$ cat src/rtl/pixel_row_packer.sv
// Packs a serial binarised pixel stream into NrOfBits-wide row words and
// strobes each finished row, with its address, into the per-row register bank.
module pixel_row_packer #(
    parameter int NrOfBits = 28,
    parameter int NrOfRows = 28,
    parameter int RowBits  = 5
) (
    input  logic                Clock,
    input  logic                Reset,
    input  logic                Tick,
    input  logic                Start,
    input  logic                PixIn,
    input  logic                PixValid,
    output logic                PixReady,
    output logic [NrOfBits-1:0] Q,
    output logic                Load,
    output logic [RowBits-1:0]  RowAddr,
    output logic                Busy,
    output logic                FrameDone
);

    localparam int ColBits = (NrOfBits > 1) ? $clog2(NrOfBits) : 1;

    localparam logic [1:0] IDLE = 2'd0;
    localparam logic [1:0] FILL = 2'd1;
    localparam logic [1:0] LOAD = 2'd2;
    localparam logic [1:0] DONE = 2'd3;

    localparam logic [ColBits-1:0] ColLast = ColBits'(NrOfBits - 1);
    localparam logic [RowBits-1:0] RowLast = RowBits'(NrOfRows - 1);

    logic [1:0]         state;
    logic [ColBits-1:0] col;
    logic               pix_accept;

    // Strobes are gated by Tick so a stalled pipeline never sees a pulse.
    always_comb begin
        PixReady   = (state == FILL) && Tick;
        Load       = (state == LOAD) && Tick;
        FrameDone  = (state == DONE) && Tick;
        Busy       = (state != IDLE);
        pix_accept = PixValid && PixReady;
    end

    always_ff @(posedge Clock or negedge Reset) begin
        if (!Reset) begin
            state   <= IDLE;
            col     <= '0;
            RowAddr <= '0;
            Q       <= '0;
        end else if (Tick) begin
            case (state)
                IDLE: begin
                    if (Start) begin
                        state   <= FILL;
                        col     <= '0;
                        RowAddr <= '0;
                        Q       <= '0;
                    end
                end
                FILL: begin
                    if (pix_accept) begin
                        Q[col] <= PixIn;
                        if (col == ColLast) begin
                            state <= LOAD;
                        end else begin
                            col <= col + 1'b1;
                        end
                    end
                end
                LOAD: begin
                    // Q and RowAddr stay put through DONE so the bank can re-read them.
                    if (RowAddr == RowLast) begin
                        state <= DONE;
                    end else begin
                        state   <= FILL;
                        RowAddr <= RowAddr + 1'b1;
                        col     <= '0;
                        Q       <= '0;
                    end
                end
                DONE: begin
                    state <= IDLE;
                end
                default: begin
                    state <= IDLE;
                end
            endcase
        end
    end

endmodule

$ cat config.mk
export PLATFORM = sky130hd
export DESIGN_NAME = pixel_row_packer
export DESIGN_NICKNAME = d
export VERILOG_FILES = /design/src/rtl/pixel_row_packer.sv
export SDC_FILE = /design/constraint.sdc
export NUM_CORES = 1
export LEC_CHECK = 0
export CAP_MARGIN = 10
export CORE_MARGIN = 10
export CORE_UTILIZATION = 56
export DETAILED_ROUTE_END_ITERATION = 12
export GPL_ROUTABILITY_DRIVEN = 0
export PLACE_DENSITY_LB_ADDON = 0.15
export SLEW_MARGIN = 5
export SYNTH_ARGS = -nofsm -noshare
export SYNTH_HDL_FRONTEND = slang
export SYNTH_SLANG_ARGS = --single-unit
$ cat constraint.sdc
create_clock -name Clock -period 4.94 [get_ports Clock]
set_clock_uncertainty 0.15 [all_clocks]
set_input_delay 1.235 -clock Clock [delete_from_list [all_inputs] [get_ports Clock]]
set_output_delay 1.235 -clock Clock [all_outputs]
set_load 0.005 [all_outputs]
=== After elaboration in Yosys (flattened, before gate mapping) ===
Cells that the tools add are included.

* Input port bits: 6
* ROM bits: 0
* RAM bits: 0
* Flip-flop bits (word level): 40
* Word-level logic and storage cells: 50
* Output and inout port bits: 37
* Latch bits: 0
* Memories: 0

* Add/sub/neg operators: 2
* Equal/unequal tests: 10
* Muxes and demuxes: 19
* Reductions and logical operators: 13
* Order comparisons: 2
* Multiply operators: 0
* Bitwise operators: 0
* Div/mod/pow operators: 0
* Shift operators: 0

{| class="wikitable"
|+ Operators with widths
! kind !! number
|-
| 28-bit two-way mux || 3
|-
| 28-bit case mux with 3 select lines || 1
|-
| 28-bit bitwise mux || 1
|-
| 5-bit two-way mux || 5
|-
| 5-bit case mux with 3 select lines || 1
|-
| 5-bit by 1-bit adder with 5-bit output, second input constant || 2
|-
| 5-bit equality test, second input constant || 2
|-
| 5-bit case mux with 2 select lines || 1
|-
| 2-bit two-way mux || 4
|-
| 2-bit inequality test, second input constant || 4
|-
| 2-bit case mux with 4 select lines || 1
|-
| 4-bit AND reduction || 2
|-
| 5-bit by 6-bit < comparator with 1-bit output, second input constant || 1
|-
| 6-bit AND reduction || 1
|-
| 1-bit demux with 5-bit select || 1
|-
| 5-bit by 1-bit >= comparator with 1-bit output, second input constant || 1
|-
| 1-bit logical AND || 5
|-
| 5-bit AND reduction || 1
|-
| 2-bit equality test, second input constant || 2
|-
| 2-bit nonzero test || 2
|-
| 3-bit nonzero test || 1
|-
| 2-bit by 1-bit equality test with 1-bit output, second input constant || 1
|-
| 2-bit zero test || 1
|-
| 2-bit by 1-bit inequality test with 1-bit output, second input constant || 1
|-
| 1-bit two-way mux || 1
|}

=== Logic depth before layout (Yosys ltp) ===
* Depth in word-level cells: 7
* Mapped depth: 7
* Mapped depth without buffers: 5

=== Worst setup path before layout ===
OpenSTA, ideal clock, no wires.

* Path type: in2out
* Start point: input port Tick
* End point: output port PixReady
* Arrival time: 1.592 ns
* Slack: 1.963 ns
* Stages: 3
* Cell sequence: buf_2 > inv_1 > nor2_1

* Cells in the longest elaborated chain, start to end: 1

{| class="wikitable"
|+ RTL lines
! what !! line !! RTL
|-
| from (decl) || 10 || <nowiki>input logic Tick,</nowiki>
|-
| 1-bit logical AND || 38 || <nowiki>PixReady = (state == FILL) && Tick;</nowiki>
|-
| to (decl) || 14 || <nowiki>output logic PixReady,</nowiki>
|}

No other way between the ends.

=== Worst setup path in the final report ===
Same ends and word-level chain as after synthesis.

==> flow_summary.ini <==
[run_status]
status = complete, no violations

[die]
start_util = 0.571
die_height_um = 83.6
dieArea_sq_mm = 0.00700
boundaryPins = 43
die_w_um = 83.6
rows = 23
core_area_sq_mm = 0.00397

[placement]
place_worst_setup_slack_ns = 0.821
dp_cells = 324
hpwl_um = 3730
io_buffer_count = 42

[cts]
cts_buffer_depth = 2
numCtsBuffers = 5
cts_root_buf = clkbuf_8
post_cts.repair.setup_buffers = 0
clock_latency_ns = 0.29
clk_pin_slew_worst_paths_ns = 0.08
htreeDepth = 2
cts_tree = built
cts.repair.resized = 0
hold_buffers = 0
cts_sinks = 40

[timing]
worst_pin_slew_ns = 0.902
fin_crit_sh = 0.838
final-setup-viol-count = 0
slew_headroom = 0.399
rsz0062_at_grt = false
max_freq_ghz = 0.241
fin_crit_ns = 4.14
slew_violations = 0
layout_setup_ws_ns = 0.799
final_hold_viol_count = 0
setup-tns-final_ns = 0

[worst_setup_path]
criticalPathCategory = in2out
cp-end-kind = primary output
path_max_fanout = 11
crit_arrival_ns = 2.76
worst-endpoint-required_ns = 3.56
start_kind = input pin
ff2ff_path_depth = 4

[grt]
grt_pass1_vias = 2079
grt_busiest_layer = met2
grt-ovfl-total = 0
gr-usage-met1 = 0.197
grt_max_degree = 41
grt_usage = 0.166
grt_pass1_wl_um = 9920
grt_use_met2 = 0.281
antenna_found_initial = 0
use_met3 = 0.0586

[routing]
drt-total-wl_um = 5780
wire_per_inst_um = 17.4
drc = 0
vias_per_cell = 6.04
dr.pass1.iters = 4
dr_total_vias = 2006
ant_nets = 0
drt_iter0_drc = 144

[logic_synthesis]
ys.flop_type = dfrtp_1
netlist_area_sq_mm = 0.00227
synth_most_common_cell = dfrtp_1
async_flop_share = 1.00
yosysUniqueCellTypes = 41
synth_top_cell_by_area = dfrtp_1
synth-edff-count = 0
yosys-top-cells-count = dfrtp_1 (40), nor2_1 (31), nand2_1 (27)
synth.net_count = 255
ys_warn_count = 0
syn_area_per_cell_sq_um = 9.30
synthesis.instances = 244
synth_area_leaders = dfrtp_1 (44%), and3_1 (6.9%), a211o_1 (6.6%), nor2_1 (5.1%), nand2_1 (4.5%)
ys_seq_area_frac = 0.441
synth_top_area_frac = 0.441
ys_seq_elements = 40

[power_and_ir_drop]
p_leak_nw = 1.09
pwr_density_cell_mw_per_mm2 = 396
ir_drop_v = 0.000268

[finish]
antennaDiodeCount = 0
drive_above_1_share = 0.0816
multi_input_area_sq_mm = 0.00117
fillers = 328
regArea_sq_mm = 0.00100
nets = 292
areaGrowthSynthToFinish_pct = 24.0
fin_cells = 332

[hold_path]
min_path_cells = 1
hp-class = reg2reg

[job]
maxCapViolations = 0
-- path summary, 6_finish.rpt --
| kind | from | to | slack [ns] |
|---|---|---|---|
| max | Tick | PixReady | 0.80 |
| min | Q[23]$_DFFE_PN0P_ | Q[23]$_DFFE_PN0P_ | 0.36 |
| max reg2reg | state[1]$_DFFE_PN0P_ | Q[24]$_DFFE_PN0P_ | 2.63 |
| min reg2reg | Q[23]$_DFFE_PN0P_ | Q[23]$_DFFE_PN0P_ | 0.36 |
| max in group asynchronous | Reset | RowAddr[3]$_DFFE_PN0P_ | 3.16 |
| min in group asynchronous | Reset | state[0]$_DFFE_PN0P_ | 0.92 |
-- cells by family (layout without fill, tap and decap cells) --
kind of cell,Yosys count,after routing,share of synthesized area
DFF,40,40,0.441
xor gates and xnor gates,2,2,0.00772
muxes,1,1,0.00441
buffers and inverters,21,59,0.0425
AOI/OAI and AO/OA,52,52,0.189
adders and majority gates,5,5,0.0276
and+or+nand+nor,123,123,0.288
-- stage by stage --
stage	total power, mW	utilization	area [sq um]	hold slack [ns]
after floorplan	0.664	-	2270	0.329
after global placement	0.814	0.678	2690	0.326
after detailed placement	0.826	0.678	2690	0.332
after CTS	1.12	0.708	2810	0.355
after global routing	1.18	0.708	2810	0.376
final	1.11	0.708	2810	0.356
-- cell usage in the layout (no fill, tap or decap), types with 5 or more instances in the layout --
cell	Yosys	layout
a211o_1	17	17
a211o_2	6	6
and3_1	25	25
clkbuf_8	0	6
clkdlybuf4s50_1	0	41
dfrtp_1	40	40
ha_1	5	5
inv_1	7	7
nand2_1	27	27
nand2b_1	5	5
nand3_1	9	9
nor2_1	31	31
o21ai_0	8	8
o2bb2ai_1	5	5
-- worst max-delay path, cell delays in order --
cell	delay (ns)
clkdlybuf4s50_1	0.68
inv_1	0.13
nor2_1	0.17
clkdlybuf4s50_1	0.53
-- state kept, by name (all words and copies together) (netlist names) --
name and cells:
col 5, state 2, RowAddr 5, Q 28
-- layout make-up --
cell class	instances	share of cell area
Clock inverter	2	0.0138
Timing Repair Buffer	44	0.153
Sequential cell	40	0.356
Clock buffer	6	0.0294
Multi-Input combinational cell	183	0.416
Tap cell	50	0.0222
Inverter	7	0.00934
-- power breakdown --
group,switching (mW),internal [mW]
registers,0.0664,0.384
logic,0.176,0.199
clock network,0.123,0.165
-- per-layer routing --
layer	part of all wire	up-vias
met3	0.072	2
met2	0.49	52
met1	0.44	993
met5	0	-
li1	-	959
met4	0.0024	0
No activity file was read; power rests on OpenSTA's default activity.
